===== src/rtl/icache_pkg.sv =====
// Shared widths and FSM encoding for the instruction-cache refill path.
package icache_pkg;

  localparam int TAG_BITS_WIDTH          = 8;
  localparam int SET_BITS_WIDTH          = 4;
  localparam int BLOCK_OFFSET_BITS_WIDTH = 4;
  localparam int WORD_WIDTH              = 20;
  localparam int NUM_WAYS                = 4;
  localparam int MEM_IF_DATA_WIDTH       = 128;
  localparam int WORDS_PER_BEAT          = 4;
  localparam int BEATS_PER_BLOCK         = 4;
  localparam int BEAT_BITS               = WORDS_PER_BEAT * WORD_WIDTH;
  localparam int STATUS_WIDTH            = 2 * NUM_WAYS;

  localparam logic [2:0] ST_IDLE    = 3'd0;
  localparam logic [2:0] ST_REQ     = 3'd1;
  localparam logic [2:0] ST_WAIT    = 3'd2;
  localparam logic [2:0] ST_WRITE   = 3'd3;
  localparam logic [2:0] ST_TAG     = 3'd4;
  localparam logic [2:0] ST_RESTART = 3'd5;

endpackage


===== src/rtl/icache_victim_select.sv =====
// Victim way choice and the status-word update written once the refill lands.
module icache_victim_select
  import icache_pkg::*;
(
  input  logic [STATUS_WIDTH-1:0] status,
  output logic [NUM_WAYS-1:0]     victim,
  output logic [STATUS_WIDTH-1:0] new_status,
  output logic [STATUS_WIDTH-1:0] status_mask
);

  logic found;
  logic others_used;

  // Invalid way first, then unused way, then way 0; victim gets valid+used,
  // and when that leaves every way used the other used bits are cleared.
  always_comb begin
    victim      = '0;
    found       = 1'b0;
    others_used = 1'b1;
    new_status  = status;
    status_mask = '0;
    for (int w = 0; w < NUM_WAYS; w++) begin
      if (!found && !status[2*w+1]) begin
        victim[w] = 1'b1;
        found     = 1'b1;
      end
    end
    for (int w = 0; w < NUM_WAYS; w++) begin
      if (!found && !status[2*w]) begin
        victim[w] = 1'b1;
        found     = 1'b1;
      end
    end
    if (!found) victim[0] = 1'b1;
    for (int w = 0; w < NUM_WAYS; w++) begin
      if (!victim[w] && !status[2*w]) others_used = 1'b0;
      if (victim[w]) begin
        new_status[2*w+:2]  = 2'b11;
        status_mask[2*w+:2] = 2'b11;
      end
    end
    if (others_used) begin
      for (int w = 0; w < NUM_WAYS; w++) begin
        if (!victim[w]) new_status[2*w] = 1'b0;
      end
      status_mask = '1;
    end
  end

endmodule


===== src/rtl/icache_refill_controller.sv =====
// Instruction-cache miss handler: fetch 4 beats, write 16 words, update
// tag/status, then replay the missed address while holding the front pipe.
//
//  state   | meaning
//  IDLE    | ready for a miss
//  REQ     | memory request for current beat outstanding
//  WAIT    | waiting for the beat data
//  WRITE   | writing buffered words one per cycle
//  TAG     | tag and status array update
//  RESTART | replay missed address into stage 1
module icache_refill_controller
  import icache_pkg::*;
(
  input  logic         clk,
  input  logic         rst,
  input  logic         i_halt,
  input  logic         i_miss_valid,
  input  logic [7:0]   i_miss_tag,
  input  logic [3:0]   i_miss_set,
  input  logic [3:0]   i_miss_offset,
  input  logic [7:0]   i_miss_status,
  output logic         o_miss_ready,
  output logic [15:0]  o_mem_addr,
  output logic         o_mem_req_valid,
  input  logic         i_mem_req_ready,
  input  logic [127:0] i_mem_data,
  input  logic         i_mem_data_valid,
  output logic [7:0]   o_da_w_addr,
  output logic [19:0]  o_da_w_data,
  output logic [3:0]   o_da_w_mask,
  output logic         o_da_w_valid,
  output logic [3:0]   o_ta_w_addr,
  output logic [31:0]  o_ta_w_data,
  output logic [3:0]   o_ta_w_mask,
  output logic         o_ta_w_valid,
  output logic [3:0]   o_sa_w_addr,
  output logic [7:0]   o_sa_w_data,
  output logic [7:0]   o_sa_w_mask,
  output logic         o_sa_w_valid,
  output logic [15:0]  o_restart_addr,
  output logic         o_restart_valid,
  input  logic         i_restart_ready,
  output logic         o_halt_pipe
);

  logic [2:0]                     state;
  logic [1:0]                     beat;
  logic [1:0]                     word;
  logic [TAG_BITS_WIDTH-1:0]      lat_tag;
  logic [SET_BITS_WIDTH-1:0]      lat_set;
  logic [BLOCK_OFFSET_BITS_WIDTH-1:0] lat_off;
  logic [NUM_WAYS-1:0]            lat_victim;
  logic [STATUS_WIDTH-1:0]        lat_status;
  logic [STATUS_WIDTH-1:0]        lat_mask;
  logic [BEAT_BITS-1:0]           beat_buf;
  logic [NUM_WAYS-1:0]            sel_victim;
  logic [STATUS_WIDTH-1:0]        sel_status;
  logic [STATUS_WIDTH-1:0]        sel_mask;
  logic [WORD_WIDTH-1:0]          cur_word;
  logic                           mem_hi_unused;

  assign mem_hi_unused = ^i_mem_data[MEM_IF_DATA_WIDTH-1:BEAT_BITS];

  icache_victim_select u_victim (
    .status      (i_miss_status),
    .victim      (sel_victim),
    .new_status  (sel_status),
    .status_mask (sel_mask)
  );

  // Refill sequencing; i_halt only freezes the array-facing states.
  always_ff @(posedge clk) begin
    if (rst) begin
      state      <= ST_IDLE;
      beat       <= '0;
      word       <= '0;
      lat_tag    <= '0;
      lat_set    <= '0;
      lat_off    <= '0;
      lat_victim <= '0;
      lat_status <= '0;
      lat_mask   <= '0;
      beat_buf   <= '0;
    end else begin
      case (state)
        ST_IDLE: if (i_miss_valid) begin
          lat_tag    <= i_miss_tag;
          lat_set    <= i_miss_set;
          lat_off    <= i_miss_offset;
          lat_victim <= sel_victim;
          lat_status <= sel_status;
          lat_mask   <= sel_mask;
          beat       <= '0;
          state      <= ST_REQ;
        end
        ST_REQ: if (i_mem_req_ready) state <= ST_WAIT;
        ST_WAIT: if (i_mem_data_valid) begin
          beat_buf <= i_mem_data[BEAT_BITS-1:0];
          word     <= '0;
          state    <= ST_WRITE;
        end
        ST_WRITE: if (!i_halt) begin
          word <= word + 2'd1;
          if (word == 2'd3) begin
            if (beat == 2'd3) begin
              state <= ST_TAG;
            end else begin
              beat  <= beat + 2'd1;
              state <= ST_REQ;
            end
          end
        end
        ST_TAG: if (!i_halt) state <= ST_RESTART;
        ST_RESTART: if (!i_halt && i_restart_ready) state <= ST_IDLE;
        default: state <= ST_IDLE;
      endcase
    end
  end

  // Word select out of the buffered beat.
  always_comb begin
    case (word)
      2'd0:    cur_word = beat_buf[0*WORD_WIDTH +: WORD_WIDTH];
      2'd1:    cur_word = beat_buf[1*WORD_WIDTH +: WORD_WIDTH];
      2'd2:    cur_word = beat_buf[2*WORD_WIDTH +: WORD_WIDTH];
      default: cur_word = beat_buf[3*WORD_WIDTH +: WORD_WIDTH];
    endcase
  end

  assign o_miss_ready    = (state == ST_IDLE);
  assign o_halt_pipe     = (state != ST_IDLE);
  assign o_mem_req_valid = (state == ST_REQ);
  assign o_mem_addr      = {lat_tag, lat_set, beat, 2'b00};

  assign o_da_w_valid    = (state == ST_WRITE) && !i_halt;
  assign o_da_w_addr     = {lat_set, beat, word};
  assign o_da_w_data     = cur_word;
  assign o_da_w_mask     = lat_victim;

  assign o_ta_w_valid    = (state == ST_TAG) && !i_halt;
  assign o_ta_w_addr     = lat_set;
  assign o_ta_w_data     = {NUM_WAYS{lat_tag}};
  assign o_ta_w_mask     = lat_victim;

  assign o_sa_w_valid    = (state == ST_TAG) && !i_halt;
  assign o_sa_w_addr     = lat_set;
  assign o_sa_w_data     = lat_status;
  assign o_sa_w_mask     = lat_mask;

  assign o_restart_valid = (state == ST_RESTART) && !i_halt;
  assign o_restart_addr  = {lat_tag, lat_set, lat_off};

endmodule


===== config.mk =====
export PLATFORM = sky130hd
export DESIGN_NAME = icache_refill_controller
export DESIGN_NICKNAME = d
export VERILOG_FILES = /design/src/rtl/icache_pkg.sv /design/src/rtl/icache_victim_select.sv /design/src/rtl/icache_refill_controller.sv
export SDC_FILE = /design/constraint.sdc
export NUM_CORES = 1
export LEC_CHECK = 0
export CORE_ASPECT_RATIO = 1.2
export CORE_MARGIN = 1.5
export CORE_UTILIZATION = 30
export CTS_CLUSTER_SIZE = 28
export DETAILED_ROUTE_END_ITERATION = 12
export PLACE_DENSITY = 0.6
export RECOVER_POWER = 50
export REMOVE_ABC_BUFFERS = 1
export SYNTH_ARGS = -nofsm -noshare
export SYNTH_HDL_FRONTEND = slang
export SYNTH_SLANG_ARGS = --single-unit

===== constraint.sdc =====
create_clock -name clk -period 1.9 [get_ports clk]
set_clock_uncertainty 0.05 [all_clocks]
set_input_delay 0.38 -clock clk [delete_from_list [all_inputs] [get_ports clk]]
set_output_delay 0.38 -clock clk [all_outputs]
set_load 0.005 [all_outputs]

==> run metrics <==
period utilization=116.8%; core region area=18110 um^2; ys async rst share=0%; H-tree Lvls=4; Synth-to-Final Area Change=59.37%; CP arrival=between 1500 and 2000 ps; fin. max-slew vios=0; initial antenna violation count=0; Synth Flop Type=dfxtp_1; CTS tree=done; Post-Synthesis Cells=slightly above 700; clock sink count=119; root buf cell=clkbuf_16; Bufs on Longest Clock Path=2; vias=5636; #FFs+latches synth=around 120; post-synth cell types=a little under 50; Net count, final=1096; Worst Setup Path Type=reg -> out; PwrDens=around 810 nW/um^2; dpl cells=approximately 1100; Overflow after GRT=0; Synth area leader=dfxtp_1; synthesized area=5534 um^2; DIE WIDTH=between 100 and 150 um; GRT Resource Usage Total=18.84%; number of flops mapped to enable cells by yosys=0; GPL Wtd Cong=about 0.80; final hold violation count=0; Synthesis Warnings=0; vias per cell=around 4.8; final instance area=approximately 8800 um^2; vias in the first global route=~5400; Die ar.=about 19000 um^2; TritonCTS buffer count=17; Period minus WS final=2220 ps; clock slew at reported path FFs=roughly 60 ps; worst-path maximum fanout=7; post-synth top area share=a little over two fifths; final wirelength=between 15000 and 20000 um; Leak=~0.0033 uW; run status=finished with violations; hpwl dp=12330 um; IO Count=290; routed length per instance=between 15 and 20 um; Worst EP required=~1500 ps; Antenna Cells=0; RSZ-0062 raised after global routing=yes; Hold WC Path Type=in -> reg; Area contributors post-synth=dfxtp_1 43%, nand2_1 14%, a21oi_1 12%; IO Port Bufs=roughly 240; post-route ant nets=0; placed standard-cell area=a little over 8000 um^2; VDD IR max=0.5912 mV; worst slew pin tran=about 520 ps; final cell count without fillers=1169; sequential share of the synthesized area=between 40 and 50%; worst skew pair latency=420 ps; Worst Setup End Kind=output pin; num rows=54; # setup viols final=20; initial core utilization=roughly 31%; Pre-antenna DRT Iters=6; CP Launch Type=flip-flop; max-cap check violation count=0; maximum clock frequency=between 400 and 500 MHz; slew margin rel.=around two thirds; Iter 0 DRT Violations=between 200 and 300; Remaining DRCs=0; first-pass GRT wire length=around 28000 um; Final WS setup=-319.7 ps; commonest cells in the netlist=203 x nand2_1, 131 x a21oi_1, 119 x dfxtp_1; largest net degree at the start of global routing=about 70; share of cells above drive strength 1=18.20%; Die H=151.8 um; syn_area_per_cell=between 7 and 8 um^2; most frequent cell after synthesis=nand2_1; failing checks=setup timing
-- path summary, 6_finish.rpt --
check	cells past startpoint	slack, ps	endpoint	startpoint
worst min-delay path	4	380	o_sa_w_mask[1]	rst
worst max register to register	6	20	word[1]	state[0]
worst max-delay path	9	-320	o_da_w_data[19]	word[1]
worst min register to register	2	400	beat_buf[61]	beat_buf[61]
-- registers in the layout, summed over array words and instances (netlist names) --
register / count
state: 3
o_sa_w_data: 8
o_da_w_mask: 4
o_sa_w_addr: 4
lat_off: 4
word: 2
o_sa_w_mask: 4
beat_buf: 80
beat: 2
lat_tag: 8
-- stage by stage --
step,hold slack [ps],TNS (ps),setup slack [ps],utilization (%),total power [uW]
floorplan,379.7,-65100,-878.2,-,3047
global placement,391.5,-10970,-366.8,44.50,3916
detailed placement,396.0,-11320,-347.9,44.50,3915
CTS,369.2,-6098,-408.3,48.74,7205
global route,405.3,-11230,-429.0,48.71,7440
finish,382.6,-5484,-319.7,48.71,7111
-- logic make-up (layout without fill, tap and decap cells) --
family	Yosys count	count (layout)	share of synthesized area, %
flip-flops	119	119	43.05
buffers and inverters	132	353	14.20
XOR/XNOR	1	1	0.1583
AO/OA/AOI/OAI	182	182	19.60
adder cells (fa/ha/maj)	5	5	1.130
AND/OR/NAND/NOR	283	283	21.80
other	1	2	0.06776
-- cells in the final DEF (no fill, tap or decap), types with 3 or more instances in the layout --
cell type and count:
clkdlybuf4s50_1 207, nand2_1 203, a21oi_1 125, dfxtp_1 106, buf_4 56, nor2_1 30, a222oi_1 20, clkbuf_16 17
buf_2 17, o21ai_0 10, nor3_1 10, nand3_1 10, dfxtp_2 10, buf_12 8, clkinv_2 7, clkbuf_2 7
a21oi_2 6, nor2b_1 5, a211oi_1 5, inv_1 4, ha_4 4, dlygate4sd2_1 4, buf_6 4, and3b_1 3
and3_1 3, bufinv_16 3, dfxtp_4 3
-- cell type report --
| cell class | count | area, um^2 |
|---|---|---|
| clock buffers | 18 | 439.2 |
| clock inverters | 14 | 157.7 |
| fillers | 1789 | 9288 |
| inverters | 9 | 51.30 |
| multi-input cells | 473 | 2515 |
| flip-flops and latches | 119 | 2406 |
| well taps | 224 | 280.3 |
| repair buffers | 312 | 2970 |
-- critical path, cell delays in order (launching register included) --
cell and delay (ps):
dfxtp_4 360, buf_4 130, buf_6 110, ha_4 180, clkinv_8 80, buf_12 140, buf_8 110, nor2_2 30
a21oi_1 110, buf_2 130
-- report_power, final --
part	leakage (uW)	internal [uW]	switching (uW)	total, uW
logic	0.00208	704	463	1170
registers	0.000972	2610	89.8	2700
clock network	0.000295	2080	1170	3250
total	0.00334	5390	1720	7110
-- per-layer routing --
metal / share of wire (%) / GRT usage [%]
met5: 0 / 0
met4: 1.2 / 6.648
met3: 8.8 / 6.917
met2: 51 / 33.61
met1: 39 / 20.60
-- repair_timing --
item,4_1_cts,5_1_grt
hold buffers,0,0
pin swaps,40,9
setup endpoints to repair,50,54
gates cloned,2,0
setup buffers,5,1
gates resized for setup,135,30
(Power assumes the default switching activity.)
==> RTL change 1: new RTL, same flow settings <==
Make the reset (`rst`) asynchronous in one clocked block.
--- a/src/rtl/icache_refill_controller.sv
+++ b/src/rtl/icache_refill_controller.sv
@@ -71,3 +71,3 @@
   // Refill sequencing; i_halt only freezes the array-facing states.
-  always_ff @(posedge clk) begin
+  always_ff @(posedge clk or posedge rst) begin
     if (rst) begin
Behaviour: differs if rst is asserted again (counterexample within 4 cycles, from zero or initial values and one cycle with rst high); with rst held inactive, the same outputs for 4 cycles.
==> RTL change 1 against the original RTL <==
  * The flow still finishes with violations (setup timing)
  * Sequential cell count unchanged
  * Design area is 7.4% higher
  * Setup slack worse by 0.13 ns
  * Routed wire length rose by 2.1%
  * Synthesized area up 5.3%
Power is not compared: it rests on default switching activity, and its combinational part moved more than twofold at a synthesized area within 25%.
==> RTL change 1: results (changes against the original RTL) <==
metric;value;unit;change
drive_gt1_share;30.57;%;+12 points
met3_usage;4.733;%;-2.2 points
grt_first_pass_wirelength;27310;µm;-2.0%
setup_violations;102;;+410%
hpwl;12110;µm;-1.8%
synth_xor_area_share;0;%;-0.16 points
use_met2;32.41;%;-1.2 points
crit_fanout;9;;+2
n_tap_cell;256;;+14%
dr.pass1.iters;5;;-1
synth.avg_cell_area;10.78;µm²;+41%
wl_met1;7476;µm;+4.1%
route.detailed.wl_per_inst;17.53;µm;+12%
wl_met3;1327;µm;-17%
inv_count;28;;+19
postCtsResizedCells;136;;+0.74%
gp_congestion;0.8048;;+0.79%
netlist_top_cells_count;dfrtp_1 (119), nand2_1 (100), buf_4 (74);;
tns;-18.05;ns;-12.57 ns
grt_pass1_vias;5272;;-2.9%
syn_to_final_growth;62.44;%;
ys_types;46;;-6.1%
grt_use_met1;20.07;%;-0.53 points
fin_cells;1064;;-9.0%
wl_met2;9556;µm;+3.3%
nNetsFinal;959;;-13%
status;complete, but fails checks;;
grt_max_degree;30;;-58%
fin_ws;-0.4460;ns;-0.1263 ns
post_cts_buffers;18;;+13
pre_cts_slack;-0.3732;ns;-0.02528 ns
hold_class;reg -> reg;;
nClkBuffers;19;;+1
num_vias;5039;;-11%
grt.total_usage;17.85;%;-0.99 points
synth_ff_type;dfrtp_1;;
num-nonclk-buffers;330;;+5.8%
multiInputGateArea;0.002250;mm²;-11%
fillerInstances;1688;;-5.6%
regArea;0.002992;mm²;+24%
synth_area_leaders;dfrtp_1 (51%), mux2_2 (12%), buf_4 (9.5%), nand2_1 (6.4%), a222oi_1 (3.4%);;
cts_made_buffers;17;;unchanged
violations;setup timing;;
slowest_delay;0.40;ns;+0.04 ns
worst_ep_arrival_time;1.92;ns;+0.13 ns
drt_iter0_markers;303;;+17%
buffer_area_share;34.04;%;+0.36 points
synthMuxAreaShare;15.22;%;+15 points
clk_share;6.065;%;-0.70 points
synth_adder_area_share;1.073;%;-0.057 points
synth_compound_area_share;9.358;%;-10 points
[RTL change 1: final timing paths]
| check | startpoint | to | slack (ns) | cells past startpoint |
|---|---|---|---|---|
| max | word[1] | o_da_w_data[4] | -0.45 | 6 |
| min | lat_off[2] | lat_off[2] | 0.42 | 2 |
| max reg2reg | state[1] | beat_buf[41] | -0.21 | 7 |
| min reg2reg | lat_off[2] | lat_off[2] | 0.42 | 2 |
| max in group asynchronous | rst | beat_buf[40] | 0.09 | 3 |
| min in group asynchronous | rst | beat_buf[30] | 0.68 | 2 |
[RTL change 1: critical path, delay by kind of cell, from the launching register on]
kind,cells,cell delay [ns]
adders and majority gates,1,0.20
AOI/OAI and AO/OA,1,0.33
DFF,1,0.40
buffers and inverters,3,0.45
muxes,1,0.13
[RTL change 1: cells by family after synthesis]
family / count (synthesis)
buf+inv: 125
mux: 81
compound gates: 76
simple gates: 134
flops: 119
other cells: 1
fa+ha+maj: 5
==> RTL change 2: new RTL, same settings <==
Made on the original files. Register the input `i_miss_offset` before use. The logic sees it one clock later. The other inputs are not delayed to match.
--- a/src/rtl/icache_refill_controller.sv
+++ b/src/rtl/icache_refill_controller.sv
@@ -45,2 +45,8 @@
 
+  logic [3:0] i_miss_offset_q;
+
+  always_ff @(posedge clk) begin
+    i_miss_offset_q <= i_miss_offset;
+  end
+
   logic [2:0]                     state;
@@ -88,3 +94,3 @@
           lat_set    <= i_miss_set;
-          lat_off    <= i_miss_offset;
+          lat_off    <= i_miss_offset_q;
           lat_victim <= sel_victim;
Behaviour: not the same (a bounded check fails within 4 cycles, from zero or initial values and one cycle with rst high).
==> RTL change 2 against the original RTL <==
  * The flow still finishes with violations (setup timing)
  * Synthesized area rose by 5.9%
  * Worst hold slack got worse by 0.0012 ns
  * Sequential cell count rose by 4
  * Setup slack got worse by 0.0056 ns
  * Total power rose by 1.1%
  * Clock power rose by 2%
  * Combinational power fell by 7%
  * Routed wire length fell by 6.9%
  * Design area rose by 1.2%
  * Global-route usage fell by 2.4 points
  * Largest cell class unchanged
==> RTL change 2: results (changes against the original RTL) <==
metric;value;unit;change
nClkBuffers;19;;+1
reg2reg_to;o_sa_w_data[0];;
seq-cell-share;27.69;%;+0.41 points
clk_share;6.940;%;+0.17 points
totalWireLength;17010;µm;-6.9%
ys_seq_area_share;42.02;%;-1.0 points
nNetsFinal;1100;;+0.36%
wl_met3;1412;µm;-12%
fillerInstances;1906;;+6.5%
clk_latency;0.40;ns;-0.02 ns
r2r_cells;7;;+1
seq_power_share;38.5;%;+0.6 points
via_per_inst;4.523;;-6.2%
setup_violations;68;;+240%
fin_ws;-0.3253;ns;-0.005558 ns
place_inst;1165;;+3.2%
hold_end;lat_off[3];;
grt.total_usage;16.46;%;-2.4 points
p_leak;3.270;nW;-2.2%
r2r-start;state[2];;
status;complete, but fails checks;;
holdPathStages;2;;-2
switchingPower;1.695;mW;-1.4%
synth.avg_cell_area;7.984;µm²;+4.3%
met3_usage;6.139;%;-0.78 points
pre_cts_slack;-0.3178;ns;+0.03012 ns
wl_met1;7092;µm;-1.3%
flops_and_latches;123;;+3.4%
endpoint;o_da_w_data[13];;
buffer_area_share;32.96;%;-0.72 points
netlist_top_cells_count;nand2_1 (212), dfxtp_1 (123), a21oi_1 (111);;
place_area;0.008299;mm²;+3.0%
multi_input_area_share;27.62;%;-0.90 points
use_met2;28.10;%;-5.5 points
r2r_setup_slack;-0.21;ns;-0.23 ns
grt_pass1_vias;5151;;-5.1%
gp_congestion;0.8530;;+6.8%
hold_class;reg -> reg;;
diodes;1;;+1
grt_use_met1;19.32;%;-1.3 points
synth_area_leaders;dfxtp_1 (42%), nand2_1 (14%), buf_4 (10%), a21oi_1 (9.5%), mux2i_1 (3.8%);;
wl_met2;8287;µm;-10%
hp-start;i_miss_offset_q[3];;
hold_ws;0.3815;ns;-0.001171 ns
dr.pass1.iters;7;;+1
fin_area;0.008925;mm²;+1.2%
num-nonclk-buffers;306;;-1.9%
cellPowerDensity;805.2;mW/mm²;-0.13%
grt_first_pass_wirelength;26100;µm;-6.3%
power_frac_comb;15.1;%;-1.3 points
drive_gt1_share;15.17;%;-3.0 points
violations;setup timing;;
irDropWorstVdd;0.5711;mV;-3.4%
## RTL change 2: changes by cell type after synthesis, moves of 4 or more
| cell | change |
|---|---|
| nor2b_1 | -4 |
| nand2_1 | +9 |
| buf_6 | +13 |
| inv_1 | +19 |
| clkbuf_1 | -19 |
| nand3_1 | -4 |
| a21oi_1 | -20 |
| buf_4 | +9 |
| o21ai_0 | -5 |
| dfxtp_1 | +4 |
| mux2i_1 | +22 |
| nor2_1 | -12 |
## RTL change 2: kinds of logic after synthesis
family                     after synthesis  synth area share [%]
muxes                                   22                 3.757
and+or+nand+nor                        274                 19.51
AOI/OAI and AO/OA                      157                 16.70
adders and majority gates                5                 1.067
DFF                                    123                 42.02
other                                    1               0.06399
buffers and inverters                  152                 16.89
## RTL change 2: repair_timing
action / CTS / global route
buffers inserted: 4 / 3
endpoints found under the setup margin: 27 / 34
pin swaps: 23 / 11
gates resized for setup: 121 / 12
gates cloned: 1 / 0
